### config.mk
export PLATFORM = sky130hd
export DESIGN_NAME = ahb_slave_mux_ctrl_flat
export DESIGN_NICKNAME = d
export VERILOG_FILES = /design/src/rtl/ahb_slave_mux_ctrl_if.sv /design/src/rtl/ahb_slave_mux_ctrl.sv /design/src/flat_wrapper.sv
export SDC_FILE = /design/constraint.sdc
export NUM_CORES = 1
export LEC_CHECK = 0
export BUFFER_PORTS_ARGS = -buffer_cell sky130_fd_sc_hd__buf_2
export CORE_MARGIN = 4
export CORE_UTILIZATION = 25
export CTS_CLUSTER_DIAMETER = 200
export DETAILED_ROUTE_END_ITERATION = 10
export GPL_TIMING_DRIVEN = 0
export PLACE_DENSITY = 0.73
export SETUP_SLACK_MARGIN = 0.5
export SYNTH_ARGS = -nofsm -noshare
export SYNTH_HDL_FRONTEND = slang
export SYNTH_SLANG_ARGS = --single-unit
export TNS_END_PERCENT = 5
### constraint.sdc
create_clock -name clk_i -period 1.4 [get_ports clk_i]
set_input_delay 0.21 -clock clk_i [delete_from_list [all_inputs] [get_ports clk_i]]
set_output_delay 0.21 -clock clk_i [all_outputs]
set_load 0.02 [all_outputs]
### src/rtl/ahb_slave_mux_ctrl_if.sv
// Bus bundle between the master-side sequencer, slaves 1..3 and the slave-mux controller.
// The master modport is the side that drives addresses and slave responses.
interface ahb_slave_mux_ctrl_if;
  logic [31:0] haddr;
  logic [1:0]  htrans;
  logic        hsel_1;
  logic        hsel_2;
  logic        hsel_3;
  logic [31:0] hrdata_1;
  logic [31:0] hrdata_2;
  logic [31:0] hrdata_3;
  logic        hreadyout_1;
  logic        hreadyout_2;
  logic        hreadyout_3;
  logic        hresp_1;
  logic        hresp_2;
  logic        hresp_3;
  logic [31:0] hrdata;
  logic        hreadyout;
  logic        hresponse;

  modport master (
    output haddr, htrans,
    output hrdata_1, hrdata_2, hrdata_3,
    output hreadyout_1, hreadyout_2, hreadyout_3,
    output hresp_1, hresp_2, hresp_3,
    input  hsel_1, hsel_2, hsel_3,
    input  hrdata, hreadyout, hresponse
  );

  modport slave (
    input  haddr, htrans,
    input  hrdata_1, hrdata_2, hrdata_3,
    input  hreadyout_1, hreadyout_2, hreadyout_3,
    input  hresp_1, hresp_2, hresp_3,
    output hsel_1, hsel_2, hsel_3,
    output hrdata, hreadyout, hresponse
  );
endinterface

### src/rtl/ahb_slave_mux_ctrl.sv
// AHB-lite three-slave decoder and response mux with a built-in two-cycle ERROR default slave.
// Optional macro SLAVE_TIMEOUT_EN adds a wait-state watchdog that hands stuck transfers to the error FSM.
module ahb_slave_mux_ctrl #(
  parameter logic [3:0]  S1_BASE        = 4'h0,
  parameter logic [3:0]  S2_BASE        = 4'h1,
  parameter logic [3:0]  S3_BASE        = 4'h2,
  parameter int unsigned TIMEOUT_CYCLES = 16
) (
  input  logic                clk_i,
  input  logic                rst_i,
  ahb_slave_mux_ctrl_if.slave bus
);

  typedef enum logic [2:0] {
    DSEL_NONE = 3'd0,
    DSEL_S1   = 3'd1,
    DSEL_S2   = 3'd2,
    DSEL_S3   = 3'd3,
    DSEL_DEF  = 3'd4
  } dsel_e;

  typedef enum logic [1:0] {
    ERR_IDLE = 2'd0,
    ERR_1    = 2'd1,
    ERR_2    = 2'd2
  } err_e;

  dsel_e       dsel_q;
  dsel_e       dsel_d;
  dsel_e       target_s;
  err_e        err_q;
  err_e        err_d;
  logic        hsel_1_s;
  logic        hsel_2_s;
  logic        hsel_3_s;
  logic [31:0] hrdata_s;
  logic        hready_s;
  logic        hresp_s;
  logic        unmapped_start_s;
  logic        timeout_s;
  logic        unused_s;

  assign unused_s = ^{bus.haddr[27:0], bus.htrans[0]};

  // Address-phase decode; rst forces all selects low
  always_comb begin
    target_s = DSEL_DEF;
    hsel_1_s = 1'b0;
    hsel_2_s = 1'b0;
    hsel_3_s = 1'b0;
    if (bus.haddr[31:28] == S1_BASE) begin
      target_s = DSEL_S1;
      hsel_1_s = ~rst_i;
    end else if (bus.haddr[31:28] == S2_BASE) begin
      target_s = DSEL_S2;
      hsel_2_s = ~rst_i;
    end else if (bus.haddr[31:28] == S3_BASE) begin
      target_s = DSEL_S3;
      hsel_3_s = ~rst_i;
    end else begin
      target_s = DSEL_DEF;
    end
  end

  assign bus.hsel_1 = hsel_1_s;
  assign bus.hsel_2 = hsel_2_s;
  assign bus.hsel_3 = hsel_3_s;

  // Response mux; an active error FSM overrides whichever owner holds the data phase
  always_comb begin
    hrdata_s = 32'h0;
    hready_s = 1'b1;
    hresp_s  = 1'b0;
    if (err_q != ERR_IDLE) begin
      hready_s = (err_q == ERR_2);
      hresp_s  = 1'b1;
    end else begin
      case (dsel_q)
        DSEL_S1: begin
          hrdata_s = bus.hrdata_1;
          hready_s = bus.hreadyout_1;
          hresp_s  = bus.hresp_1;
        end
        DSEL_S2: begin
          hrdata_s = bus.hrdata_2;
          hready_s = bus.hreadyout_2;
          hresp_s  = bus.hresp_2;
        end
        DSEL_S3: begin
          hrdata_s = bus.hrdata_3;
          hready_s = bus.hreadyout_3;
          hresp_s  = bus.hresp_3;
        end
        default: begin
          hrdata_s = 32'h0;
          hready_s = 1'b1;
          hresp_s  = 1'b0;
        end
      endcase
    end
  end

  assign bus.hrdata    = hrdata_s;
  assign bus.hreadyout = hready_s;
  assign bus.hresponse = hresp_s;

  // Data-phase owner follows the address phase only on a ready cycle
  always_comb begin
    dsel_d = dsel_q;
    if (hready_s) begin
      if (bus.htrans[1]) begin
        dsel_d = target_s;
      end else begin
        dsel_d = DSEL_NONE;
      end
    end else begin
      dsel_d = dsel_q;
    end
  end

  assign unmapped_start_s = hready_s & bus.htrans[1] & (target_s == DSEL_DEF);

  // Error FSM next state: two cycles per unmapped or timed-out transfer
  always_comb begin
    err_d = err_q;
    case (err_q)
      ERR_IDLE: begin
        if (unmapped_start_s || timeout_s) begin
          err_d = ERR_1;
        end else begin
          err_d = ERR_IDLE;
        end
      end
      ERR_1: err_d = ERR_2;
      ERR_2: begin
        if (unmapped_start_s) begin
          err_d = ERR_1;
        end else begin
          err_d = ERR_IDLE;
        end
      end
      default: err_d = ERR_IDLE;
    endcase
  end

  // Owner and error-FSM state registers
  always_ff @(posedge clk_i or posedge rst_i) begin
    if (rst_i) begin
      dsel_q <= DSEL_NONE;
      err_q  <= ERR_IDLE;
    end else begin
      dsel_q <= dsel_d;
      err_q  <= err_d;
    end
  end

`ifdef SLAVE_TIMEOUT_EN
  localparam int unsigned CNT_W =
    ($clog2(TIMEOUT_CYCLES + 1) > 5) ? $clog2(TIMEOUT_CYCLES + 1) : 5;

  logic [CNT_W-1:0] cnt_q;
  logic [CNT_W-1:0] cnt_d;
  logic             slave_ready_s;
  logic             stall_s;

  // Ready of the mapped slave owning the data phase (NONE/DEF never stall)
  always_comb begin
    slave_ready_s = 1'b1;
    case (dsel_q)
      DSEL_S1: slave_ready_s = bus.hreadyout_1;
      DSEL_S2: slave_ready_s = bus.hreadyout_2;
      DSEL_S3: slave_ready_s = bus.hreadyout_3;
      default: slave_ready_s = 1'b1;
    endcase
  end

  // A stall holds dsel, so any ready cycle or owner change clears the count
  assign stall_s = (err_q == ERR_IDLE) & ~slave_ready_s;

  // Wait-state counter; fires on the TIMEOUT_CYCLES-th consecutive stalled cycle
  always_comb begin
    cnt_d     = {CNT_W{1'b0}};
    timeout_s = 1'b0;
    if (stall_s) begin
      if (cnt_q == CNT_W'(TIMEOUT_CYCLES - 1)) begin
        timeout_s = 1'b1;
        cnt_d     = {CNT_W{1'b0}};
      end else begin
        cnt_d = cnt_q + CNT_W'(1);
      end
    end else begin
      cnt_d = {CNT_W{1'b0}};
    end
  end

  // Wait-state counter register
  always_ff @(posedge clk_i or posedge rst_i) begin
    if (rst_i) begin
      cnt_q <= {CNT_W{1'b0}};
    end else begin
      cnt_q <= cnt_d;
    end
  end
`else
  logic [31:0] unused_timeout_cfg_s;

  assign unused_timeout_cfg_s = 32'(TIMEOUT_CYCLES);
  assign timeout_s            = 1'b0;
`endif

endmodule

### src/flat_wrapper.sv
// flat-port wrapper written by rule: the top's interface ports become plain ports
module ahb_slave_mux_ctrl_flat 
#(
  parameter logic [3:0]  S1_BASE        = 4'h0,
  parameter logic [3:0]  S2_BASE        = 4'h1,
  parameter logic [3:0]  S3_BASE        = 4'h2,
  parameter int unsigned TIMEOUT_CYCLES = 16
)
  (clk_i, rst_i, bus_haddr, bus_htrans, bus_hrdata_1, bus_hrdata_2, bus_hrdata_3, bus_hreadyout_1, bus_hreadyout_2, bus_hreadyout_3, bus_hresp_1, bus_hresp_2, bus_hresp_3, bus_hsel_1, bus_hsel_2, bus_hsel_3, bus_hrdata, bus_hreadyout, bus_hresponse);
  ahb_slave_mux_ctrl_if bus_i ();
  input  logic clk_i;
  input  logic rst_i;
  input wire logic [$bits(bus_i.haddr)-1:0] bus_haddr;
  input wire logic [$bits(bus_i.htrans)-1:0] bus_htrans;
  input wire logic [$bits(bus_i.hrdata_1)-1:0] bus_hrdata_1;
  input wire logic [$bits(bus_i.hrdata_2)-1:0] bus_hrdata_2;
  input wire logic [$bits(bus_i.hrdata_3)-1:0] bus_hrdata_3;
  input wire logic [$bits(bus_i.hreadyout_1)-1:0] bus_hreadyout_1;
  input wire logic [$bits(bus_i.hreadyout_2)-1:0] bus_hreadyout_2;
  input wire logic [$bits(bus_i.hreadyout_3)-1:0] bus_hreadyout_3;
  input wire logic [$bits(bus_i.hresp_1)-1:0] bus_hresp_1;
  input wire logic [$bits(bus_i.hresp_2)-1:0] bus_hresp_2;
  input wire logic [$bits(bus_i.hresp_3)-1:0] bus_hresp_3;
  output wire logic [$bits(bus_i.hsel_1)-1:0] bus_hsel_1;
  output wire logic [$bits(bus_i.hsel_2)-1:0] bus_hsel_2;
  output wire logic [$bits(bus_i.hsel_3)-1:0] bus_hsel_3;
  output wire logic [$bits(bus_i.hrdata)-1:0] bus_hrdata;
  output wire logic [$bits(bus_i.hreadyout)-1:0] bus_hreadyout;
  output wire logic [$bits(bus_i.hresponse)-1:0] bus_hresponse;
  assign bus_i.haddr = bus_haddr;
  assign bus_i.htrans = bus_htrans;
  assign bus_i.hrdata_1 = bus_hrdata_1;
  assign bus_i.hrdata_2 = bus_hrdata_2;
  assign bus_i.hrdata_3 = bus_hrdata_3;
  assign bus_i.hreadyout_1 = bus_hreadyout_1;
  assign bus_i.hreadyout_2 = bus_hreadyout_2;
  assign bus_i.hreadyout_3 = bus_hreadyout_3;
  assign bus_i.hresp_1 = bus_hresp_1;
  assign bus_i.hresp_2 = bus_hresp_2;
  assign bus_i.hresp_3 = bus_hresp_3;
  assign bus_hsel_1 = bus_i.hsel_1;
  assign bus_hsel_2 = bus_i.hsel_2;
  assign bus_hsel_3 = bus_i.hsel_3;
  assign bus_hrdata = bus_i.hrdata;
  assign bus_hreadyout = bus_i.hreadyout;
  assign bus_hresponse = bus_i.hresponse;
  ahb_slave_mux_ctrl #(.S1_BASE(S1_BASE), .S2_BASE(S2_BASE), .S3_BASE(S3_BASE), .TIMEOUT_CYCLES(TIMEOUT_CYCLES)) u_core (.clk_i(clk_i), .rst_i(rst_i), .bus(bus_i));
endmodule
==> results.py <==
metrics = {
    "outcome": {
        "outcome": "finished with violations",
        "violations": "setup timing",
    },
    "finish": {
        "seq_area_um2": 129,
        "multi_input_area_um2": 1380,
        "antenna_cells": 0,
        "final_nets": 456,
        "area_growth_pct": 156,
        "final_cells": 369,
        "nFillCells": 358,
        "fin_util_pct": 66.9,
        "drive_above_1_share_pct": 90.9,
    },
    "sta": {
        "fmax_mhz": 500,
        "slew_headroom_pct": 75.0,
        "grt_setup_unrepaired": "true",
        "hold_viol": 0,
        "hold_slack_ps": 323,
        "setup_tns_ps": -19010,
        "finalSetupViolations": 38,
        "finalWorstSetupSlack_ps": -600,
        "min_period_ps": 2000,
        "fin_crit_sh_pct": 143,
        "worst_pin_slew_ps": 366,
        "finalClockSkew_ps": 4.66,
        "maxSlewViolCount": 0,
    },
    "clock_network": {
        "h-tree-depth": 1,
        "cts_tree": "built",
        "ctsLongestPathBuffers": 2,
        "clockRootBuffer": "clkbuf_8",
        "clk_latency_ps": 230,
        "clkTransAtPathRegs_ps": 40,
        "clock_sinks": 5,
        "cts_buffers": 3,
    },
    "critical_path": {
        "crit_type": "register to output pin",
        "start_kind": "register",
        "crit_arrival_ps": 1790,
        "end_kind": "output pin",
        "cp_max_fo": 6,
        "crit_required_ps": 1190,
    },
    "floorplanning": {
        "core_area_um2": 4440,
        "start_util_pct": 26.2,
        "die_h_um": 76.2,
        "rows": 24,
        "ios": 175,
        "die-width_um": 76.2,
        "die_area_um2": 5810,
    },
    "yosys": {
        "synth_edf_count": 0,
        "synth_largest_area_cell": "mux2_2",
        "avgSynthCellArea_um2": 7.81,
        "ys_seq_elements": 5,
        "synth_common_cells": "nor2_1 (35), mux2_2 (34), a22oi_1 (33)",
        "synth_flop_cell": "dfrtp_1",
        "synth_area_leaders": "mux2_2 (33%), a22oi_1 (21%), nor2_1 (11%), dfrtp_1 (11%), buf_6 (2.9%)",
        "synth_most_common_cell": "nor2_1",
        "yosys_warnings": 0,
        "synth_top_area_share_pct": 32.9,
        "mappedNetlistArea_um2": 1160,
        "ys_seq_area_share_pct": 10.8,
        "netlist_instances": 149,
        "async_flop_share_pct": 100,
        "ys_types": 26,
        "synth.net_count": 287,
    },
    "drt": {
        "routedWlPerCell_um": 15.7,
        "drtIter0Drc": 26,
        "vias": 1848,
        "vias_per_cell": 5.01,
        "dr.pass1.iters": 4,
        "drc": 0,
        "drt_wl_total_um": 5790,
        "drtAntennaViolNets": 0,
    },
    "placement": {
        "routabilityCongestion": 0.738,
        "post-place-ws_ps": -607,
        "hpwl_um": 4050,
        "io_buffer_count": 145,
        "placedCellCount": 346,
    },
    "pwr": {
        "cellLeakagePower_uw": 0.00123,
        "vdd_drop_max_v": 0.000488,
        "powerDensity_nw_per_um2": 475,
    },
    "global_routing": {
        "grt_antenna_before_repair": 0,
        "grt_pass1_vias": 1898,
        "gr-total-overflow": 0,
        "grt_max_degree": 11,
        "grt_pass1_wl_um": 9050,
        "grt_usage_pct": 18.6,
    },
    "flow_run": {
        "maxCapViolations": 0,
    },
    "worst_hold_path": {
        "min_path_type": "input port to register",
    },
}
==> per-stage QoR <==
stage / instance area, um^2 / total power [uW]
final: 2970 / 1410
after global routing: 2970 / 1490
after CTS: 2810 / 1340
after detailed placement: 2180 / 844
after global placement: 2180 / 832
after floorplan: 1390 / 609
==> per-layer routing <==
layer	vias up	global-route usage (%)	wire, um	share of wire [%]
li1	899	-	-	-
met1	853	20.3	2100	36
met2	94	36.5	3220	56
met3	2	4.26	449	7.7
met4	0	3.26	29	0.50
met5	-	0	0	0
==> placed cells by master (no fill, tap or decap), types with 3 or more instances in the layout <==
| cell type | synthesis | final |
|---|---|---|
| buf_6 | 3 | 32 |
| buf_2 | 5 | 111 |
| nor2b_1 | 3 | 3 |
| nor2_1 | 35 | 4 |
| clkbuf_8 | 0 | 4 |
| nor2_4 | 0 | 30 |
| buf_12 | 0 | 6 |
| a22oi_2 | 0 | 31 |
| dfrtp_2 | 0 | 3 |
| buf_4 | 1 | 22 |
| mux2_2 | 34 | 32 |
| buf_8 | 0 | 4 |
==> report_power, final <==
part / internal (uW) / switching (uW)
Sequential: 163 / 9.48
Clock: 197 / 86.4
Combinational: 506 / 452
Total: 865 / 548
==> area by class of cell <==
class                      instances  area share (%)
clock buffer                       4            1.51
timing repair buffer             164            38.9
buffer                            17            6.60
tap                               52            2.19
multi-input combinational        125            46.2
sequential                         5            4.33
inverter                           2           0.252
==> what timing repair did <==
action,in CTS,in global routing
cloned,2,0
buffers inserted,8,8
hold buffers,1,0
endpoints found under the hold margin,5,0
pin swaps,11,16
resized for setup,131,21
setup endpoints to repair,41,41
==> critical path: stages (launching register included) <==
cell and delay (ps):
dfrtp_1 380, buf_6 130, buf_12 130, buf_8 120
buf_6 120, mux2_4 300, a22oi_2 200, nor2_4 40
buf_6 130
==> path summary, 6_finish.rpt <==
check / from / end / slack (ps) / cells after the start
max reg2reg: u_core.dsel_q[0] / u_core.dsel_q[1] / -230 / 5
min: bus_haddr[28] / u_core.dsel_q[0] / 320 / 2
max in group asynchronous: rst_i / u_core.err_q[0] / 700 / 3
min in group asynchronous: rst_i / u_core.dsel_q[0] / 510 / 3
max: u_core.dsel_q[0] / bus_hrdata[6] / -600 / 8
min reg2reg: u_core.err_q[1] / u_core.err_q[1] / 580 / 2
==> kinds of logic (layout without fill, tap and decap cells) <==
kind of cell	Yosys count	after routing	synth area share [%]
simple gates	47	47	17.9
compound gates	43	43	28.7
mux	34	34	32.9
buf+inv	19	187	9.03
flops	5	5	10.8
xor+xnor	1	1	0.753
==> registers in the layout, indices dropped and copies added, names as in the netlist <==
signal         flops
u_core.dsel_q      3
u_core.err_q       2
No activity file was read; power rests on OpenSTA's default activity.
